### config.mk
export PLATFORM = sky130hd
export DESIGN_NAME = calc_sequencer_flat
export DESIGN_NICKNAME = d
export VERILOG_FILES = /design/src/rtl/calc_sequencer_if.sv /design/src/rtl/calc_sequencer.sv /design/src/flat_wrapper.sv
export SDC_FILE = /design/constraint.sdc
export NUM_CORES = 1
export LEC_CHECK = 0
export BUFFER_PORTS_ARGS = -buffer_cell sky130_fd_sc_hd__buf_2
export CAP_MARGIN = 40
export CORE_MARGIN = 2
export CORE_UTILIZATION = 65
export DETAILED_ROUTE_END_ITERATION = 6
export PLACE_DENSITY = 0.95
export RECOVER_POWER = 100
export SLEW_MARGIN = 20
export SYNTH_ARGS = -nofsm -noshare
export SYNTH_HDL_FRONTEND = slang
export SYNTH_SLANG_ARGS = --single-unit
### constraint.sdc
create_clock -name clock -period 7.1 [get_ports clock]
set_input_delay 0 -clock clock [delete_from_list [all_inputs] [get_ports clock]]
set_output_delay 0 -clock clock [all_outputs]
set_load 0.005 [all_outputs]
### src/rtl/calc_sequencer_if.sv
// Key-event and display bus between the keypad interpreter, the calculator
// sequencer and the seven-segment driver. The master side drives key pulses;
// the slave side (the sequencer) returns the display value and status.
interface calc_sequencer_if #(
  parameter int WIDTH = 16
);
  logic             newhex;
  logic [3:0]       hexcode;
  logic             newop;
  logic [1:0]       opcode;
  logic             eq;
  logic [WIDTH-1:0] display;
  logic             busy;
  logic             done;
  logic             ovf;
  logic [2:0]       state_dbg;

  modport master (
    output newhex, hexcode, newop, opcode, eq,
    input  display, busy, done, ovf, state_dbg
  );

  modport slave (
    input  newhex, hexcode, newop, opcode, eq,
    output display, busy, done, ovf, state_dbg
  );
endinterface

### src/rtl/calc_sequencer.sv
// Keypad calculator sequencer: builds hex operands, holds the pending operator, runs add/sub/multiply.
// Latency: add/sub result and done 2 cycles after the key pulse; multiply done WIDTH+1 cycles after it.
// Backpressure: none; key events arriving while busy (S_EXEC) are dropped. Optional macro: CALC_OVF_EN.
module calc_sequencer #(
  parameter int WIDTH = 16,
  parameter int CNT_W = 5
) (
  input  logic clock,
  input  logic reset_n,
  calc_sequencer_if.slave bus
);

  localparam logic [2:0] S_A    = 3'd0;
  localparam logic [2:0] S_OP   = 3'd1;
  localparam logic [2:0] S_B    = 3'd2;
  localparam logic [2:0] S_EXEC = 3'd3;
  localparam logic [2:0] S_RES  = 3'd4;

  localparam logic [1:0] OP_MUL = 2'b01;
  localparam logic [1:0] OP_SUB = 2'b10;

  localparam logic [CNT_W-1:0] MUL_LAST = CNT_W'(WIDTH - 1);

  logic [2:0]       r_state;
  logic [WIDTH-1:0] r_acc;
  logic [WIDTH-1:0] r_entry;
  logic [1:0]       r_pend_op;
  logic [1:0]       r_next_op;
  logic             r_after_eq;
  logic             r_done;
  logic [CNT_W-1:0] r_mul_cnt;
  logic [WIDTH-1:0] r_mul_mcand;
  logic [WIDTH-1:0] r_mul_mplier;
  logic [WIDTH-1:0] r_mul_hi;

  logic             w_ev_eq;
  logic             w_ev_op;
  logic             w_ev_hex;
  logic [WIDTH-1:0] w_shift;
  logic [WIDTH-1:0] w_hex_ext;
  logic [WIDTH:0]   w_add;
  logic [WIDTH:0]   w_sub;
  logic             w_is_mul;
  logic             w_is_sub;
  logic [WIDTH:0]   w_mul_sum;
  logic [WIDTH-1:0] w_mul_hi_nxt;
  logic [WIDTH-1:0] w_mul_lo_nxt;
  logic             w_mul_last;
  logic             w_exec_fin;
  logic [WIDTH-1:0] w_exec_res;

  logic [2:0]       w_state_nxt;
  logic [WIDTH-1:0] w_acc_nxt;
  logic [WIDTH-1:0] w_entry_nxt;
  logic [1:0]       w_pend_nxt;
  logic [1:0]       w_next_nxt;
  logic             w_after_nxt;
  logic             w_done_set;
  logic             w_mul_start;

  // eq wins over newop, newop wins over newhex
  assign w_ev_eq  = bus.eq;
  assign w_ev_op  = bus.newop & ~bus.eq;
  assign w_ev_hex = bus.newhex & ~bus.newop & ~bus.eq;

  // digit shift drops the top nibble once the entry register is full
  assign w_shift   = {r_entry[WIDTH-5:0], bus.hexcode};
  assign w_hex_ext = {{(WIDTH-4){1'b0}}, bus.hexcode};

  assign w_add = {1'b0, r_acc} + {1'b0, r_entry};
  assign w_sub = {1'b0, r_acc} - {1'b0, r_entry};

  assign w_is_mul = (r_pend_op == OP_MUL);
  assign w_is_sub = (r_pend_op == OP_SUB);

  // Right-shifting multiplier: {hi, mplier} holds the growing 2*WIDTH product,
  // so after WIDTH steps the low half is the result and the high half is what gets discarded.
  assign w_mul_sum    = {1'b0, r_mul_hi} +
                        (r_mul_mplier[0] ? {1'b0, r_mul_mcand} : {(WIDTH+1){1'b0}});
  assign w_mul_hi_nxt = w_mul_sum[WIDTH:1];
  assign w_mul_lo_nxt = {w_mul_sum[0], r_mul_mplier[WIDTH-1:1]};
  assign w_mul_last   = (r_mul_cnt == MUL_LAST);

  assign w_exec_fin = (r_state == S_EXEC) & (~w_is_mul | w_mul_last);
  assign w_exec_res = w_is_mul ? w_mul_lo_nxt :
                      w_is_sub ? w_sub[WIDTH-1:0] : w_add[WIDTH-1:0];

  // next-state and register-update decisions for the key-driven sequencer
  always_comb begin
    w_state_nxt = r_state;
    w_acc_nxt   = r_acc;
    w_entry_nxt = r_entry;
    w_pend_nxt  = r_pend_op;
    w_next_nxt  = r_next_op;
    w_after_nxt = r_after_eq;
    w_done_set  = 1'b0;
    w_mul_start = 1'b0;
    case (r_state)
      S_A: begin
        if (w_ev_eq) begin
          w_acc_nxt   = r_entry;
          w_state_nxt = S_RES;
          w_done_set  = 1'b1;
        end else if (w_ev_op) begin
          w_acc_nxt   = r_entry;
          w_pend_nxt  = bus.opcode;
          w_entry_nxt = '0;
          w_state_nxt = S_OP;
        end else if (w_ev_hex) begin
          w_entry_nxt = w_shift;
        end
      end
      S_OP: begin
        if (w_ev_eq) begin
          w_state_nxt = S_RES;
          w_done_set  = 1'b1;
        end else if (w_ev_op) begin
          w_pend_nxt = bus.opcode;
        end else if (w_ev_hex) begin
          w_entry_nxt = w_hex_ext;
          w_state_nxt = S_B;
        end
      end
      S_B: begin
        if (w_ev_eq | w_ev_op) begin
          w_after_nxt = w_ev_eq;
          w_next_nxt  = bus.opcode;
          w_state_nxt = S_EXEC;
          w_mul_start = 1'b1;
        end else if (w_ev_hex) begin
          w_entry_nxt = w_shift;
        end
      end
      S_EXEC: begin
        if (w_exec_fin) begin
          w_acc_nxt   = w_exec_res;
          w_entry_nxt = '0;
          w_done_set  = 1'b1;
          if (r_after_eq) begin
            w_state_nxt = S_RES;
          end else begin
            w_pend_nxt  = r_next_op;
            w_state_nxt = S_OP;
          end
        end
      end
      S_RES: begin
        if (w_ev_hex) begin
          w_entry_nxt = w_hex_ext;
          w_acc_nxt   = '0;
          w_state_nxt = S_A;
        end else if (w_ev_op) begin
          w_pend_nxt  = bus.opcode;
          w_state_nxt = S_OP;
        end
      end
      default: begin
        w_state_nxt = S_A;
      end
    endcase
  end

  // sequencer state, operands and the done pulse (never high two cycles running)
  always_ff @(posedge clock or negedge reset_n) begin
    if (!reset_n) begin
      r_state    <= S_A;
      r_acc      <= '0;
      r_entry    <= '0;
      r_pend_op  <= '0;
      r_next_op  <= '0;
      r_after_eq <= 1'b0;
      r_done     <= 1'b0;
    end else begin
      r_state    <= w_state_nxt;
      r_acc      <= w_acc_nxt;
      r_entry    <= w_entry_nxt;
      r_pend_op  <= w_pend_nxt;
      r_next_op  <= w_next_nxt;
      r_after_eq <= w_after_nxt;
      r_done     <= w_done_set & ~r_done;
    end
  end

  // multiply datapath: load operands on entry to S_EXEC, then one shift-add step per cycle
  always_ff @(posedge clock or negedge reset_n) begin
    if (!reset_n) begin
      r_mul_cnt    <= '0;
      r_mul_mcand  <= '0;
      r_mul_mplier <= '0;
      r_mul_hi     <= '0;
    end else if (w_mul_start) begin
      r_mul_cnt    <= '0;
      r_mul_mcand  <= r_acc;
      r_mul_mplier <= r_entry;
      r_mul_hi     <= '0;
    end else if ((r_state == S_EXEC) && w_is_mul) begin
      r_mul_cnt    <= r_mul_cnt + 1'b1;
      r_mul_mplier <= w_mul_lo_nxt;
      r_mul_hi     <= w_mul_hi_nxt;
    end
  end

`ifdef CALC_OVF_EN
  logic r_ovf;
  logic w_exec_ovf;
  logic w_ovf_clr;

  assign w_exec_ovf = w_is_mul ? (|w_mul_hi_nxt) :
                      w_is_sub ? w_sub[WIDTH] : w_add[WIDTH];
  // a fresh calculation started from the result screen clears the flag
  assign w_ovf_clr  = (r_state == S_RES) & w_ev_hex;

  // sticky overflow: set by any overflowing operation, cleared by a new calculation
  always_ff @(posedge clock or negedge reset_n) begin
    if (!reset_n) begin
      r_ovf <= 1'b0;
    end else if (w_ovf_clr) begin
      r_ovf <= 1'b0;
    end else if (w_exec_fin && w_exec_ovf) begin
      r_ovf <= 1'b1;
    end
  end

  assign bus.ovf = r_ovf;
`else
  logic w_unused_ovf;
  assign w_unused_ovf = &{1'b0, w_add[WIDTH], w_sub[WIDTH]};
  assign bus.ovf      = 1'b0;
`endif

  assign bus.display   = ((r_state == S_A) || (r_state == S_B)) ? r_entry : r_acc;
  assign bus.busy      = (r_state == S_EXEC);
  assign bus.done      = r_done;
  assign bus.state_dbg = r_state;

endmodule

### src/flat_wrapper.sv
// flat-port wrapper written by rule: the top's interface ports become plain ports
module calc_sequencer_flat 
#(
  parameter int WIDTH = 16,
  parameter int CNT_W = 5
)
  (clock, reset_n, bus_newhex, bus_hexcode, bus_newop, bus_opcode, bus_eq, bus_display, bus_busy, bus_done, bus_ovf, bus_state_dbg);
  calc_sequencer_if #(.WIDTH(WIDTH)) bus_i ();
  input  logic clock;
  input  logic reset_n;
  input wire logic [$bits(bus_i.newhex)-1:0] bus_newhex;
  input wire logic [$bits(bus_i.hexcode)-1:0] bus_hexcode;
  input wire logic [$bits(bus_i.newop)-1:0] bus_newop;
  input wire logic [$bits(bus_i.opcode)-1:0] bus_opcode;
  input wire logic [$bits(bus_i.eq)-1:0] bus_eq;
  output wire logic [$bits(bus_i.display)-1:0] bus_display;
  output wire logic [$bits(bus_i.busy)-1:0] bus_busy;
  output wire logic [$bits(bus_i.done)-1:0] bus_done;
  output wire logic [$bits(bus_i.ovf)-1:0] bus_ovf;
  output wire logic [$bits(bus_i.state_dbg)-1:0] bus_state_dbg;
  assign bus_i.newhex = bus_newhex;
  assign bus_i.hexcode = bus_hexcode;
  assign bus_i.newop = bus_newop;
  assign bus_i.opcode = bus_opcode;
  assign bus_i.eq = bus_eq;
  assign bus_display = bus_i.display;
  assign bus_busy = bus_i.busy;
  assign bus_done = bus_i.done;
  assign bus_ovf = bus_i.ovf;
  assign bus_state_dbg = bus_i.state_dbg;
  calc_sequencer #(.WIDTH(WIDTH), .CNT_W(CNT_W)) u_core (.clock(clock), .reset_n(reset_n), .bus(bus_i));
endmodule
==> out/qor.csv <==
stage,metric,value,unit
run_status,outcome,"complete, but fails checks",
run_status,failing checks,"max-capacitance violations, max-slew violations",
critical_path,Crit path buffers/inverters,1,
critical_path,Slowest Stage Delay on Critical Path,0.92,ns
layout,area grow syn2layout,6.01,%
clock_network,largest buffer count on any clock path,2,
critical_path,Critical R2R Capture,u_core.r_entry[1]$_DFFE_PN0P_,
clock_network,Clock Latency Late Sink,0.38,ns
logic_synthesis,main combinational cell family by area after synthesis,compound AO/OA/AOI/OAI gates,
logic_synthesis,cell accounting for the most synthesized area,dfrtp_1,
critical_path,Top Family by Delay on Critical Path,simple AND/OR/NAND/NOR gates,
power_and_ir_drop,leak pwr,3.28,nW
placement,IO Port Bufs,31,
timing,Setup TNS Final,0,ns
power_and_ir_drop,Pwr Density,401,nW/um^2
clock_network,Resized cells post-CTS,0,
logic_synthesis,async set or reset register ratio after synthesis,100,%
critical_path,worst endpoint required time,7.41,ns
logic_synthesis,XOR/XNOR share of the synthesized area,5.45,%
critical_path,Reg2Reg Depth,8,
power_and_ir_drop,internal power,1.40,mW
critical_path,reg2reg start,u_core.bus.state_dbg[0]$_DFFE_PN0P_,
logic_synthesis,sequential area share after synthesis,37.6,%
floorplanning,Die X,102,um
critical_path,CP arrival,4.55,ns
logic_synthesis,adder-cell share of the synthesized area,7.43,%
placement,routability cong.,0.981,
min_path,Worst Hold Depth,4,
placement,Post-DP HPWL,11400,um
floorplanning,Core Region,9280,um^2
clock_network,CTS root buf,clkbuf_8,
timing,Setup Skew,0.0185,ns
floorplanning,Initial Utilization,67.5,%
logic_synthesis,top_reg_cell synth,dfrtp_1,
timing,final setup fails,0,
critical_path,kind of critical path,reg -> reg,
logic_synthesis,syn avg cell area,8.49,um^2
timing,Max Slew Vio Count,62,
routing,Initial DRT Pass Iterations,6,
clock_network,Inserted Clock Buffers,9,
global_routing,grt ovf,0,
logic_synthesis,Post-Syn Area,6260,um^2
routing,DRC viols,0,
power_and_ir_drop,Sw Ratio,47.5,%
critical_path,crit-path cells,nor2b_1 -> nand2_4 -> inv_1 -> nand2_1 -> o221ai_1 -> or2_0 -> nor2b_1 -> a22o_1,
floorplanning,I/O pin count,33,
critical_path,Reg2Reg Setup Slack,2.86,ns
min_path,hold endpoint,u_core.bus.state_dbg[0]$_DFFE_PN0P_,
timing,Tightest Pin Transition,3.13,ns
power_and_ir_drop,Sw Pwr,1.26,mW
floorplanning,Row Count,35,
floorplanning,die area,10400,um^2
logic_synthesis,post-synth top area share,37.6,%
logic_synthesis,Post-synth top cells,"nand2_1, dfrtp_1, nor2_1",
logic_synthesis,synthesized flop and latch total,94,
timing,crit path time final,4.24,ns
global_routing,first-pass GRT wire length,26600,um
run,maximum capacitance violations,1,
layout,layout cells sized above 1,8.47,%
power_and_ir_drop,Gate power share,54.6,%
logic_synthesis,most instantiated library cell after synthesis,nand2_1,
global_routing,largest net degree at the start of global routing,62,
power_and_ir_drop,total power draw,2.66,mW
global_routing,initial antenna violation count,0,
routing,DR vias,5660,
routing,Initial DRC Count,615,
power_and_ir_drop,Max VDD drop,329,uV
clock_network,Num Clock Sinks,94,
logic_synthesis,Synth Area in Compound Gates,20.6,%
logic_synthesis,post-synthesis simple-gate area fraction,19.9,%
logic_synthesis,Post-synth EDFFs,0,
critical_path,Crit path top cell by count,nor2b_1,
timing,fin crit share,59.8,%
logic_synthesis,Syn Inst Count,738,
global_routing,All-Layer GR Usage,32.6,%
logic_synthesis,Synthesized Nets,785,
routing,DRT antenna net count,0,
layout,antenna cell count,0,
critical_path,CP endpoint kind,flop,
routing,Vias/cell,6.40,
clock_network,CTS tree,built,
power_and_ir_drop,clock share of power,12.0,%
critical_path,CP Launch Point,u_core.bus.state_dbg[0]$_DFFE_PN0P_,
logic_synthesis,post-synthesis mux area share,4.41,%
logic_synthesis,Synth cell types,70,
critical_path,type of origin of the critical path,flop,
clock_network,clock slew at reported path FFs,0.09,ns
clock_network,Max H-tree Level,3,
layout,nets,799,
timing,worst rel slew slack,-109,%
logic_synthesis,YS warnings,0,
min_path,worst hold start,bus_newhex,
floorplanning,Die H,102,um
timing,maximum clock rate,0.236,GHz
power_and_ir_drop,Seq pwr share,33.4,%
min_path,Hold Crit Class,in -> reg,
routing,WL final,16100,um
logic_synthesis,"top cells by area, synth","dfrtp_1, nand2_1, ha_1",
timing,RSZ-0062 raised after global routing,no,
routing,WL per Instance,18.2,um
clock_network,setup bufs post-CTS,0,
critical_path,Crit Path Max Fanout,24,
global_routing,vias in the first global route,5553,
timing,Fin. Hold Viols,0,
critical_path,Crit-path slowest cell,or2_0,
how the worst max path moves through the flow:
stage	slack, ns	cells after the start	to
2_1_floorplan	4.30	14	u_core.r_acc[14]$_DFFE_PN0P_
3_3_place_gp	3.95	11	u_core.r_acc[11]$_DFFE_PN0P_
3_5_place_dp	3.81	11	u_core.r_acc[11]$_DFFE_PN0P_
4_1_cts	3.76	14	u_core.r_acc[14]$_DFFE_PN0P_
5_1_grt	2.07	4	u_core.r_mul_mplier[13]$_DFFE_PN0P_
6_report	2.86	8	u_core.r_entry[1]$_DFFE_PN0P_
repair_timing:
item                                   CTS  global route
hold buffers                             9             0
setup endpoints to repair                0             0
endpoints found under the hold margin   42             0
state kept, by name, summed over array words and instances, names as in the netlist, 2 cells and up:
signal and flops:
u_core.bus.state_dbg 3, u_core.r_acc 16, u_core.r_entry 16, u_core.r_mul_cnt 5, u_core.r_mul_hi 16, u_core.r_mul_mcand 16, u_core.r_mul_mplier 16, u_core.r_next_op 2
u_core.r_pend_op 2
final cells by class:
class                   instances  area (um^2)
well taps                     129          161
repair buffers                 49          282
flip-flops and latches         94         2350
multi-input cells             579         3610
fillers                       687         2640
clock inverters                 5         37.5
clock buffers                  10          128
inverters                      19         71.3
cell families (layout without fill, tap and decap cells):
family	Yosys count	count (layout)
mux	26	26
flops	94	94
fa+ha+maj	36	36
simple gates	281	281
buf+inv	65	83
other cells	1	1
xor+xnor	39	39
compound gates	196	196
per-stage QoR:
stage | instance area (um^2) | setup WS, ns | hold slack, ns | instances | utilization [%]
floorplan | 6260 | 4.30 | -0.296 | 738 | -
global placement | 6420 | 3.95 | -0.163 | 859 | 69.2
detailed placement | 6460 | 3.81 | -0.163 | 861 | 69.6
CTS | 6720 | 3.76 | 0.0432 | 885 | 72.4
global route | 6640 | 2.07 | 0.0842 | 885 | 71.5
finish | 6640 | 2.86 | 0.0419 | 885 | 71.5
worst register-to-register path, stage by stage (launching register included):
cell	delay [ns]
dfrtp_1	0.69
nor2b_1	0.37
nand2_4	0.13
inv_1	0.32
nand2_1	0.63
o221ai_1	0.53
or2_0	0.92
nor2b_1	0.39
a22o_1	0.21
power groups by stage:
stage	combinational [mW]	clock [mW]	sequential (mW)
floorplan	1.17	0	0.789
global placement	1.35	0	0.873
detailed placement	1.42	0	0.886
CTS	1.44	0.320	0.878
global route	1.60	0.343	0.908
finish	1.45	0.321	0.888
layer usage:
layer  vias to the layer above  wire, um  global-route usage, %
met1                      2643      6280                   43.0
li1                       2607         -                      -
met4                         0       599                   16.2
met2                       346      7670                   52.3
met5                         -         0                      0
met3                        64      1510                   5.61
cells in the final DEF, fill, tap and decap left out, drive strengths merged, types with 5 or more instances in the layout:
master       synthesis  routed
xor2                19      19
a31oi                9       9
inv                 19      19
nor2b                7       7
and2                16      16
o21a                 8       8
a21oi               48      48
o22ai                7       7
mux2                13      13
a21o                 6       6
mux2i               13      13
nor2                71      71
buf                 22      27
and3                 6       6
ha                  34      34
a22o                 6       6
clkbuf              24      23
xnor2               20      20
a211oi               7       7
dfrtp               94      94
nand2              142     142
nand3                6       6
nor3                 5       5
o21ai               56      56
a22oi               19      19
dlygate4sd3          0       9
nand2b              12      12
No activity file was read; power rests on OpenSTA's default activity.
